### config.mk
export PLATFORM = sky130hd
export DESIGN_NAME = demux_1n_stream
export DESIGN_NICKNAME = d
export VERILOG_FILES = /design/src/rtl/demux_1n_stream.sv
export SDC_FILE = /design/constraint.sdc
export NUM_CORES = 1
export LEC_CHECK = 0
export ABC_AREA = 1
export CAP_MARGIN = 20
export CELL_PAD_IN_SITES_DETAIL_PLACEMENT = 1
export CELL_PAD_IN_SITES_GLOBAL_PLACEMENT = 2
export CORE_UTILIZATION = 25
export CTS_BUF_LIST = sky130_fd_sc_hd__clkbuf_8
export CTS_CLUSTER_SIZE = 25
export DETAILED_ROUTE_END_ITERATION = 6
export PLACE_DENSITY_LB_ADDON = 0.2
export SYNTH_ARGS = -nofsm -noshare
export SYNTH_HDL_FRONTEND = slang
export SYNTH_SLANG_ARGS = --single-unit
### constraint.sdc
create_clock -name clk -period 1.7 [get_ports clk]
set_clock_uncertainty 0.2 [all_clocks]
set_input_delay 0.34 -clock clk [delete_from_list [all_inputs] [get_ports clk]]
set_output_delay 0.34 -clock clk [all_outputs]
set_load 0.05 [all_outputs]
### src/rtl/demux_1n_stream.sv
// Registered 1:N packet demultiplexer with valid/ready on the input and on every output.
// One buffer entry per channel; the channel select is locked from a packet's first beat to its last.
module demux_1n_stream #(
  parameter int N         = 2,
  parameter int WIDTH     = 8,
  parameter int SELW      = (N > 1) ? $clog2(N) : 1,
  parameter bit ZERO_IDLE = 1'b1
) (
  input  logic               clk,
  input  logic               rst,
  input  logic [WIDTH-1:0]   in_data,
  input  logic [SELW-1:0]    in_sel,
  input  logic               in_last,
  input  logic               in_valid,
  output logic               in_ready,
  output logic [N*WIDTH-1:0] out_data,
  output logic [N-1:0]       out_last,
  output logic [N-1:0]       out_valid,
  input  logic [N-1:0]       out_ready,
  output logic               busy,
  output logic               err,
  output logic [7:0]         drop_cnt
);

  localparam logic [0:0] S_IDLE   = 1'b0;
  localparam logic [0:0] S_LOCKED = 1'b1;

  logic [0:0]         state_q, state_d;
  logic [SELW-1:0]    locked_sel_q, locked_sel_d;
  logic [N-1:0]       out_valid_q, out_valid_d;
  logic [N-1:0]       out_last_q, out_last_d;
  logic [N*WIDTH-1:0] out_data_q, out_data_d;
  logic               err_q, err_d;
  logic [7:0]         drop_cnt_q, drop_cnt_d;

  logic [SELW-1:0]    target;
  logic [N-1:0]       target_hit;
  logic               target_legal;
  logic               accept;
  logic               drop;

  function automatic logic [7:0] sat_inc8(input logic [7:0] v);
    return (v == 8'hFF) ? v : v + 8'd1;
  endfunction

  // Target decode and handshake: an out-of-range target swallows the beat.
  always_comb begin
    target     = (state_q == S_LOCKED) ? locked_sel_q : in_sel;
    target_hit = '0;
    for (int k = 0; k < N; k++) begin
      target_hit[k] = (32'(target) == k);
    end
    target_legal = |target_hit;
    in_ready     = target_legal ? |(target_hit & (~out_valid_q | out_ready)) : 1'b1;
    accept       = in_valid && in_ready;
    drop         = accept && !target_legal;
  end

  always_comb begin
    state_d      = state_q;
    locked_sel_d = locked_sel_q;
    if (accept) begin
      if (in_last) begin
        state_d = S_IDLE;
      end else if (state_q == S_IDLE) begin
        state_d      = S_LOCKED;
        locked_sel_d = in_sel;
      end
    end
    err_d      = err_q | drop;
    drop_cnt_d = drop ? sat_inc8(drop_cnt_q) : drop_cnt_q;
  end

  // Per-channel buffer: a load in the same cycle as a drain keeps the entry full.
  always_comb begin
    out_valid_d = out_valid_q;
    out_last_d  = out_last_q;
    out_data_d  = out_data_q;
    for (int k = 0; k < N; k++) begin
      if (accept && target_hit[k]) begin
        out_valid_d[k]               = 1'b1;
        out_last_d[k]                = in_last;
        out_data_d[k*WIDTH +: WIDTH] = in_data;
      end else if (out_ready[k]) begin
        out_valid_d[k] = 1'b0;
      end
    end
  end

  always_ff @(posedge clk or posedge rst) begin
    if (rst) begin
      state_q      <= S_IDLE;
      locked_sel_q <= '0;
      out_valid_q  <= '0;
      out_last_q   <= '0;
      out_data_q   <= '0;
      err_q        <= 1'b0;
      drop_cnt_q   <= '0;
    end else begin
      state_q      <= state_d;
      locked_sel_q <= locked_sel_d;
      out_valid_q  <= out_valid_d;
      out_last_q   <= out_last_d;
      out_data_q   <= out_data_d;
      err_q        <= err_d;
      drop_cnt_q   <= drop_cnt_d;
    end
  end

  // Output stage: idle channels can be forced to zero without touching the held register.
  always_comb begin
    out_data = out_data_q;
    for (int k = 0; k < N; k++) begin
      if (ZERO_IDLE && !out_valid_q[k]) begin
        out_data[k*WIDTH +: WIDTH] = '0;
      end
    end
  end

  assign out_valid = out_valid_q;
  assign out_last  = out_last_q;
  assign busy      = (state_q == S_LOCKED);
  assign err       = err_q;
  assign drop_cnt  = drop_cnt_q;

endmodule

==> results.md, run 1 <==
* Worst-path fanout max at 3
* Final setup viols at 0
* Largest net degree at the start of global routing at 23
* End-of-flow core utilization at 0.457
* Die area at 0.00498 mm2
* TritonCTS clock tree: built
* Required time of the critical path at ~1.2 ns
* Drt first-iter violations at between 50 and 60
* CTS Hold Buffers Added at 0
* First-pass GRT wire length at 4690 um
* Worst setup SP type: register
* Area Overhead vs Synth at 72.7%
* Met3 Resource Use GR at 0.0214
* Worst IR Drop VDD at between 0.0009 and 0.001 V
* Setup ws final at roughly 0.013 ns
* Count of cell types in the netlist at 14
* R2R Path End: out_data_q[4]
* Row count at 24
* Vias in the first global route at 1,033
* Clk pin slew, worst setup/hold paths at ~0.08 ns
* Worst Setup EP: in_ready
* Leakage Power at 1.09 nW
* MaxCap Viol Count at 0
* Cells after DPL at around 230
* Worst R2R Path Depth at 9
* Die width at ~71 um
* Global route hottest layer: met2
* Number of I/O pins at 46
* Initial Utilization at 0.265
* Final period demand of the worst path at roughly 1.7 ns
* Vias/cell at between 4 and 5
* Hold slack at about 0.21 ns
* Dpl hpwl at roughly 2200 um
* R2r startpoint: busy
* Syn_area_per_cell at 8.65 um2
* Vias at roughly 1,000
* Crit path launch: busy
* Register area share after synthesis at 0.468
* Core Region at around 0.0044 mm2
* # diodes at 0
* Syn Inst Count at around 140
* Fin cells at 242
* Critical path capture point type: output pin
* CTS H-tree depth at 1
* Dpl ws at -0.155 ns
* Synthesized area at ~0.0012 mm2
* Clock sinks at 22
* Max Fclk at approximately 600 MHz
* R2R Setup Slk at about 0.11 ns
* # port buffers at 36
* Clock Tree Buf Depth at 2
* Total track usage at 0.121
* Die Y at just over 70 um
* Drt wl/cell at between 10 and 15 um
* WL final at between 2000 and 3000 um
* Kind of critical path: reg -> out
* Post-route ant nets at 0
* CTS buffer count at 3
* Share of layout cells above drive strength 1 at 0.442
* Clock root buffer: clkbuf_8
* Seq cells post-synth at 22
* Fin. max-slew vios at 0
* Clock Latency Late Sink at between 0.2 and 0.3 ns
* DRT Pass-1 Iters at 5
* Violations in the final reports: DRC
* Final GP Congestion at between 0.7 and 0.8
* Power density over the cells at 1970 mW/mm2
* YS warnings at 0
* Worst EP arrival at between 1 and 1.5 ns
* Gr ovfl total at 0
* Final #Nets at 206
* Final hold vios at 0
* Hold Crit Class: in -> async
* Residual DRC at 6
* Status: complete, but fails checks
* GR Util met2 at 0.232
* Final worst path period share at 0.992
* Met1 Use GR at 0.131
* RSZ-0062 raised after global routing: yes
* Initial antenna violation count at 0
-- kinds of logic (layout without fill, tap and decap cells) --
family	count (synthesis)	after routing	synth area share
flip-flops	22	22	0.468
buffers and inverters	42	88	0.180
AO/OA/AOI/OAI	18	18	0.134
AND/OR/NAND/NOR	53	53	0.215
other	1	9	0.00319
-- what timing repair did --
item                                    CTS  global route
pin swaps                                 3             3
endpoints found under the setup margin    1             2
gates cloned                              0             0
setup buffers                             9             4
endpoints found under the hold margin     0             0
resized for setup                        11            11
-- how the worst min path moves through the flow --
stage | start | to | slack [ns] | depth (start not counted)
detailed placement | out_data_q[5] | out_data_q[5] | 0.27 | 2
floorplan | rst | locked_sel_q | 0.13 | 1
global route | rst | locked_sel_q | 0.25 | 3
global placement | out_data_q[15] | out_data_q[15] | 0.27 | 2
finish | rst | out_last[0] | 0.21 | 3
CTS | rst | out_last[0] | 0.22 | 3
-- registers in the layout, indices dropped and copies added, names as in the netlist --
signal and flops:
out_last 2, busy 1, locked_sel_q 1, out_valid 2
out_data_q 16
-- cell usage in the layout, fill, tap and decap left out --
| cell | n |
|---|---|
| nand4_1 | 1 |
| nand4_4 | 1 |
| dlygate4sd2_1 | 2 |
| dfrtp_2 | 3 |
| nand3_4 | 1 |
| o21ai_2 | 18 |
| dfrtp_1 | 19 |
| buf_6 | 2 |
| inv_2 | 8 |
| clkbuf_8 | 4 |
| nand3_2 | 1 |
| nand2_4 | 6 |
| dlymetal6s2s_1 | 1 |
| clkdlybuf4s50_1 | 11 |
| buf_4 | 14 |
| conb_1 | 9 |
| nand2_2 | 1 |
| nand2_1 | 41 |
| nand3_1 | 1 |
| buf_12 | 25 |
| inv_1 | 21 |
-- synth_stat cells --
master / n / area [um2]
dfrtp_1: 22 / 551
nand3_4: 1 / 17.5
buf_6: 2 / 22.5
nand2_4: 1 / 11.3
nand3_1: 2 / 10.0
nand2_2: 4 / 25.0
nand4_1: 1 / 6.26
nand4_4: 1 / 21.3
inv_1: 29 / 109
o21ai_2: 18 / 158
conb_1: 1 / 3.75
nand2_1: 43 / 161
buf_4: 10 / 75.1
buf_2: 1 / 5.00
-- cell type report --
cell class	count	area, um2
Fill cell	505	2410
Timing Repair Buffer	55	768
Sequential cell	22	554
Multi-Input combinational cell	80	479
Inverter	29	109
Tap cell	52	65.1
Clock buffer	4	55.1
-- report_power, final --
group / internal [W] / total [W] / switching (W)
Combinational: 0.00125 / 0.00266 / 0.00141
Sequential: 0.000775 / 0.000961 / 0.000186
Clock: 0.000206 / 0.000372 / 0.000166
-- per-layer routing --
layer  wire length [um]  up-vias
li1                   -      496
met1               1090      473
met2               1590       27
met3                129        4
met4                 44        0
met5                  0        -
-- through the flow --
stage	TNS (ns)	instance area (um2)	total power, W
3_3_place_gp	-0.203	1830	0.00330
5_1_grt	-0.0462	2030	0.00421
2_1_floorplan	0	1210	0.00228
3_5_place_dp	-0.539	1830	0.00336
6_report	0	2030	0.00399
4_1_cts	-0.0218	1990	0.00396
-- worst max-delay path: stages, from the launching register on --
cell	delay [ns]
dfrtp_2	0.44
inv_2	0.07
nand2_4	0.06
nand2_4	0.07
nand2_4	0.05
nand2_4	0.06
buf_12	0.13
No activity file was read; power rests on OpenSTA's default activity.
==> run 2, diff against run 1 <==
--- a/config.mk
+++ b/config.mk
@@ -9,10 +9,11 @@
 export CAP_MARGIN = 20
 export CELL_PAD_IN_SITES_DETAIL_PLACEMENT = 1
 export CELL_PAD_IN_SITES_GLOBAL_PLACEMENT = 2
-export CORE_UTILIZATION = 25
+export CORE_UTILIZATION = 35
 export CTS_BUF_LIST = sky130_fd_sc_hd__clkbuf_8
 export CTS_CLUSTER_SIZE = 25
 export DETAILED_ROUTE_END_ITERATION = 6
+export DONT_BUFFER_PORTS = 1
 export PLACE_DENSITY_LB_ADDON = 0.2
 export SYNTH_ARGS = -nofsm -noshare
 export SYNTH_HDL_FRONTEND = slang
==> run 2 against run 1 <==
The flow now finishes without violations. First-iteration DRC count shrank 83%. Sequential share of layout area rose by 6.3 points. Flip-flop and latch count did not move. Combinational power fell by 22%. Count of clock-buffer cells in the layout is 1 lower. Die area is 28% lower.
==> results.md, run 2 (synthesis results as in run 1) <==
* Critical path capture point type: output pin
* Core Region at 0.00313 mm2 (-30%)
* Met3 Resource Use GR at 0.0303 (+0.00894)
* Final period demand of the worst path at 1.66 ns (-0.0262 ns)
* Met1 Use GR at 0.176 (+0.0460)
* Gr ovfl total at 0 (unchanged)
* Required time of the critical path at 1.16 ns (about the same)
* # diodes at 0 (unchanged)
* Final worst path period share at 0.977 (-0.0154)
* Final #Nets at 176 (-15%)
* Critical path's largest stage delay at 0.49 ns (+0.05 ns)
* Clock sinks at 22 (unchanged)
* Power share of the sequential group at 0.304 (+0.063)
* Largest net degree at the start of global routing at 23 (unchanged)
* MaxCap Viol Count at 0 (unchanged)
* Initial antenna violation count at 0 (unchanged)
* CTS H-tree depth at 1 (unchanged)
* Comb pwr share at 0.602 (-0.064)
* Share of layout cells above drive strength 1 at 0.419 (-0.0234)
* Final GP Congestion at 0.709 (-0.46%)
* First-pass GRT wire length at 4240 um (-9.7%)
* Max FFs per register at 16 (unchanged)
* Dpl ws at 0.104 ns (+0.259 ns)
* Int Pwr at 0.00177 W (-21%)
* Global route hottest layer: met2
* Worst IR Drop VDD at 0.000889 V (-7.6%)
* Most frequent cells in the layout: 40 x nand2_1, 22 x inv_1, 19 x dfrtp_1, 18 x o21ai_2, 17 x buf_12
* Die area at 0.00360 mm2 (-28%)
* CP max-delay cell: dfrtp_2
* Initial Utilization at 0.376 (+0.111)
* DRT Pass-1 Iters at 3 (-2)
* # port buffers at 0 (-100%)
* Fin. max-slew vios at 0 (unchanged)
* Cell area after layout at 0.00165 mm2 (-19%)
* Hold Crit Class: in -> reg
* RSZ-0062 raised after global routing: yes
* Biggest register: out_data_q
* Leakage Power at 0.903 nW (-17%)
* P_sw at 0.00168 W (-4.7%)
* Power density over the cells at 2090 mW/mm2 (+6.2%)
* CP cell instances: nand2_2 > nand2_4 > nand2_8
* Die width at 60.0 um (-15%)
* Clock share of power at 0.095 (+0.002)
* Die Y at 60.0 um (-15%)
* Residual DRC at 0 (-6)
* TritonCTS clock tree: built
* Worst setup SP type: register
* WL final at 2490 um (-13%)
* GR Util met2 at 0.298 (+0.0665)
* Worst-path fanout max at 10 (+7)
* CTS buffer count at 3 (unchanged)
* Kind of critical path: reg -> out
* Post-route ant nets at 0 (unchanged)
* Delay-heaviest family, CP: flip-flops
* Clk pin slew, worst setup/hold paths at 0.08 ns (about the same)
* Area Overhead vs Synth at 40.4%
* Status: completed
* Max Fclk at 602 MHz (+1.6%)
* Drt wl/cell at 12.2 um (+3.7%)
* Vias/cell at 4.34 (+5.1%)
* Dpl hpwl at 1890 um (-12%)
* Row count at 20 (-17%)
* Clock root buffer: clkbuf_8
* Vias at 886 (-11%)
* Hold slack at 0.0436 ns (-0.165 ns)
* Commonest non-fill, non-tap cell in the layout: nand2_1
* Clock Latency Late Sink at 0.26 ns (about the same)
* Number of I/O pins at 46 (unchanged)
* Final hold vios at 0 (unchanged)
* Fill cell count at 355 (-30%)
* Setup ws final at 0.0391 ns (+0.0262 ns)
* Total track usage at 0.161 (+0.0399)
* WP buf/inv at 0 (-2)
* Vias in the first global route at 937 (-9.3%)
* Clock Tree Buf Depth at 2 (unchanged)
* Worst EP arrival at 1.12 ns (-0.03 ns)
* Sw Share at 0.487 (+0.0454)
* Final setup viols at 0 (unchanged)
* Post-place instance area at 0.00152 mm2 (-17%)
* Drt first-iter violations at 9 (-83%)
==> run 2: changes by cell type in the layout (fill, tap and decap cells not counted), sizes merged <==
| cell | before | now |
|---|---|---|
| dlygate4sd3 | 0 | 1 |
| dlygate4sd2 | 2 | 0 |
| clkdlybuf4s50 | 11 | 0 |
| buf | 41 | 24 |
| inv | 29 | 30 |
| clkbuf | 4 | 3 |
| dlymetal6s2s | 1 | 0 |
==> run 2: cell type report <==
| cell class | instances | area (um2) | share of cell area |
|---|---|---|---|
| Inverter | 29 | 109 | 0.0659 |
| Multi-Input combinational cell | 80 | 485 | 0.294 |
| Clock buffer | 3 | 41.3 | 0.0250 |
| Tap cell | 44 | 55.1 | 0.0333 |
| Sequential cell | 22 | 554 | 0.336 |
| Clock inverter | 1 | 3.75 | 0.00227 |
| Timing Repair Buffer | 25 | 403 | 0.244 |
==> run 2: per-stage QoR <==
step	utilization	power (W)	setup TNS, ns	instances
final	0.528	0.00345	0	204
after global routing	0.528	0.00366	-0.0135	204
after CTS	0.526	0.00345	0	204
after detailed placement	0.484	0.00296	0	195
after global placement	0.484	0.00290	0	195
after floorplan	-	0.00228	0	144
==> run 2: final timing paths <==
check	startpoint	endpoint	slack [ns]	cells past startpoint
max	out_valid[1]	in_ready	0.04	3
min	in_valid	busy	0.04	2
max reg2reg	busy	out_data_q[2]	0.16	6
min reg2reg	out_data_q[7]	out_data_q[7]	0.29	2
max in group asynchronous	rst	out_valid[1]	0.69	3
min in group asynchronous	rst	out_last[0]	0.36	3
==> run 2: timing repair <==
action                                 in CTS  in global routing
setup buffers                               4                  0
gates cloned                                0                  0
pin swaps                                   3                  3
gates resized for setup                     6                 10
hold buffers                                1                  0
setup endpoints to repair                   1                  8
endpoints found under the hold margin      22                  0
==> run 2: worst reg2reg max path, stage by stage, from the launching register on <==
cell and delay (ns):
dfrtp_2 0.41, inv_2 0.05, nand2_2 0.11, buf_4 0.14, nand4_4 0.27, nand2_1 0.18
o21ai_2 0.07
==> run 2: power groups by stage <==
stage               registers (W)  clock network, W  logic (W)
detailed placement        0.00106                 0    0.00190
global placement          0.00104                 0    0.00186
floorplan                 0.00108                 0    0.00119
global route              0.00108          0.000359    0.00221
CTS                       0.00104          0.000346    0.00207
finish                    0.00105          0.000327    0.00208
==> run 2: per-layer routing <==
metal	vias up	share of wire
li1	430	-
met1	425	0.39
met2	26	0.55
met3	5	0.043
met4	0	0.017
met5	-	0
==> run 3, diff against run 2 <==
--- a/config.mk
+++ b/config.mk
@@ -14,7 +14,9 @@
 export CTS_CLUSTER_SIZE = 25
 export DETAILED_ROUTE_END_ITERATION = 6
 export DONT_BUFFER_PORTS = 1
+export GPL_ROUTABILITY_DRIVEN = 0
 export PLACE_DENSITY_LB_ADDON = 0.2
+export SLEW_MARGIN = 20
 export SYNTH_ARGS = -nofsm -noshare
 export SYNTH_HDL_FRONTEND = slang
 export SYNTH_SLANG_ARGS = --single-unit
==> constraint.sdc (replaced) <==
create_clock -name clk -period 1.9 [get_ports clk]
set_clock_uncertainty 0.2 [all_clocks]
set_input_delay 0.38 -clock clk [delete_from_list [all_inputs] [get_ports clk]]
set_output_delay 0.38 -clock clk [all_outputs]
set_load 0.05 [all_outputs]
==> run 3 against run 2 <==
Count of clock-buffer cells in the layout unchanged. Combinational power fell by 16%. Sequential share of layout area up 1.2 points. Power fell by 15%. Register-to-register slack gained 0.25 ns. Via count down 2.8%. Setup slack improved by 0.052 ns. Global-route usage fell by 1.3 points. Core utilization decreased by 2.0 points. Clock power decreased by 11%. First-iteration DRC count grew to 2.7 times the previous value. Critical endpoint is now out_data[5]. Largest power group unchanged.
==> results.md, run 3 (synthesis results as in run 1) <==
* Core Region at 0.00313 mm2 (unchanged)
* Area Overhead vs Synth at 35.0%
* Largest net degree at the start of global routing at 23 (unchanged)
* Crit path launch: out_valid[0]
* WL final at 2300 um (-7.9%)
* Dpl ws at 0.303 ns (+0.199 ns)
* Dpl hpwl at 1800 um (-4.9%)
* Final #Nets at 174 (-1.1%)
* Most frequent cells in the layout: 42 x nand2_1, 30 x inv_1, 21 x dfrtp_1, 18 x o21ai_2, 16 x buf_12
* Share of layout cells above drive strength 1 at 0.329 (-0.0896)
* Die Y at 60.0 um (unchanged)
* Biggest register: out_data_q
* R2R Setup Slk at 0.41 ns (+0.25 ns)
* Final period demand of the worst path at 1.81 ns
* Die width at 60.0 um (unchanged)
* # diodes at 0 (unchanged)
* Power density over the cells at 1850 mW/mm2 (-11%)
* Worst IR Drop VDD at 0.000734 V (-17%)
* Vias in the first global route at 866 (-7.6%)
* Fin Setup TNS at 0 ns (unchanged)
* Initial Utilization at 0.376 (unchanged)
* P_sw at 0.00143 W (-15%)
* Number of I/O pins at 46 (unchanged)
* Critical path capture point type: output pin
* Max FFs per register at 16 (unchanged)
* Power share of the sequential group at 0.309 (+0.005)
* TritonCTS clock tree: built
* Clock share of power at 0.099 (+0.004)
* Worst setup SP type: register
* Final setup viols at 0 (unchanged)
* Comb pwr share at 0.592 (-0.010)
* Clock Latency Late Sink at 0.26 ns (about the same)
* Cell area after layout at 0.00159 mm2 (-3.9%)
* CTS H-tree depth at 1 (unchanged)
* Post-route ant nets at 0 (unchanged)
* Hold Crit Class: in -> reg
* R2r startpoint: busy
* Worst-path fanout max at 6 (-4)
* Post-place instance area at 0.00153 mm2 (+0.83%)
* Row count at 20 (unchanged)
* Clk pin slew, worst setup/hold paths at 0.08 ns (about the same)
* Fin. max-slew vios at 0 (unchanged)
* Status: completed
* Final hold vios at 0 (unchanged)
* RSZ-0062 raised after global routing: no
* R2R Path End: locked_sel_q
* Total track usage at 0.148 (-0.0128)
* Kind of critical path: reg -> out
* Residual DRC at 0 (unchanged)
* # port buffers at 0 (unchanged)
* MaxCap Viol Count at 0 (unchanged)
* Worst Setup EP: out_data[5]
* Final worst path period share at 0.952
* Int Pwr at 0.00151 W (-15%)
* Drt first-iter violations at 24 (+15)
* Worst EP arrival at 1.23 ns (+0.11 ns)
* Commonest non-fill, non-tap cell in the layout: nand2_1
* Max Fclk at 553 MHz
* Die area at 0.00360 mm2 (unchanged)
* Vias/cell at 4.26 (-1.9%)
* Leakage Power at 0.893 nW (-1.1%)
* Sw Share at 0.487 (about the same)
* DRT Pass-1 Iters at 3 (unchanged)
* Drt wl/cell at 11.4 um (-7.0%)
* Clock root buffer: clkbuf_8
* Gr ovfl total at 0 (unchanged)
* Clock sinks at 22 (unchanged)
* CTS buffer count at 3 (unchanged)
* Setup ws final at 0.0916 ns (+0.0524 ns)
* Worst R2R Path Depth at 8 (+2)
* First-pass GRT wire length at 3930 um (-7.3%)
* Required time of the critical path at 1.32 ns (+0.16 ns)
* Clock Tree Buf Depth at 2 (unchanged)
* Vias at 861 (-2.8%)
* Initial antenna violation count at 0 (unchanged)
* End-of-flow core utilization at 0.508 (-0.0204)
==> run 3: final cells by class <==
type	count	area [um2]
Timing Repair Buffer	23	375
Fill cell	372	1540
Clock inverter	1	3.75
Clock buffer	3	41.3
Inverter	29	109
Tap cell	44	55.1
Sequential cell	22	552
Multi-Input combinational cell	80	452
==> run 3: worst max-delay path: stages (launching register included) <==
cell	delay, ns
dfrtp_1	0.49
buf_4	0.20
nand2_1	0.06
inv_1	0.09
buf_12	0.14
==> run 3: what timing repair did <==
| action | 4_1_cts | 5_1_grt |
|---|---|---|
| hold buffers | 1 | 0 |
| hold endpoints to repair | 22 | 0 |
| gates resized for setup | 0 | 1 |
| setup buffers | 0 | 0 |
| setup endpoints to repair | 0 | 1 |
==> run 3: metrics by stage <==
stage / hold WS (ns) / std cells / power, W
global route: 0.0902 / 202 / 0.00313
CTS: 0.0757 / 202 / 0.00298
detailed placement: 0.136 / 197 / 0.00268
global placement: 0.133 / 197 / 0.00263
finish: 0.0729 / 202 / 0.00294
floorplan: 0.169 / 144 / 0.00203
==> run 3: worst min-delay path by stage <==
stage / startpoint / endpoint / depth (start not counted)
detailed placement: rst / out_data_q[3] / 2
finish: in_valid / locked_sel_q / 2
global route: in_valid / locked_sel_q / 2
CTS: in_valid / locked_sel_q / 2
global placement: rst / out_data_q[3] / 2
floorplan: rst / locked_sel_q / 1
==> run 3: routing by layer <==
metal | global-route usage | share of wire | routed length, um | up-vias
met5 | 0 | 0 | 0 | -
met4 | 0.0532 | 0.013 | 31 | 0
met3 | 0.0238 | 0.038 | 87 | 4
met2 | 0.260 | 0.50 | 1150 | 28
met1 | 0.182 | 0.45 | 1020 | 401
li1 | - | - | - | 428
==> run 3: power by group through the flow <==
stage | combinational (W) | clock (W) | sequential [W]
6_report | 0.00174 | 0.000292 | 0.000909
3_3_place_gp | 0.00172 | 0 | 0.000908
5_1_grt | 0.00186 | 0.000321 | 0.000946
3_5_place_dp | 0.00175 | 0 | 0.000927
4_1_cts | 0.00175 | 0.000304 | 0.000919
2_1_floorplan | 0.00107 | 0 | 0.000965
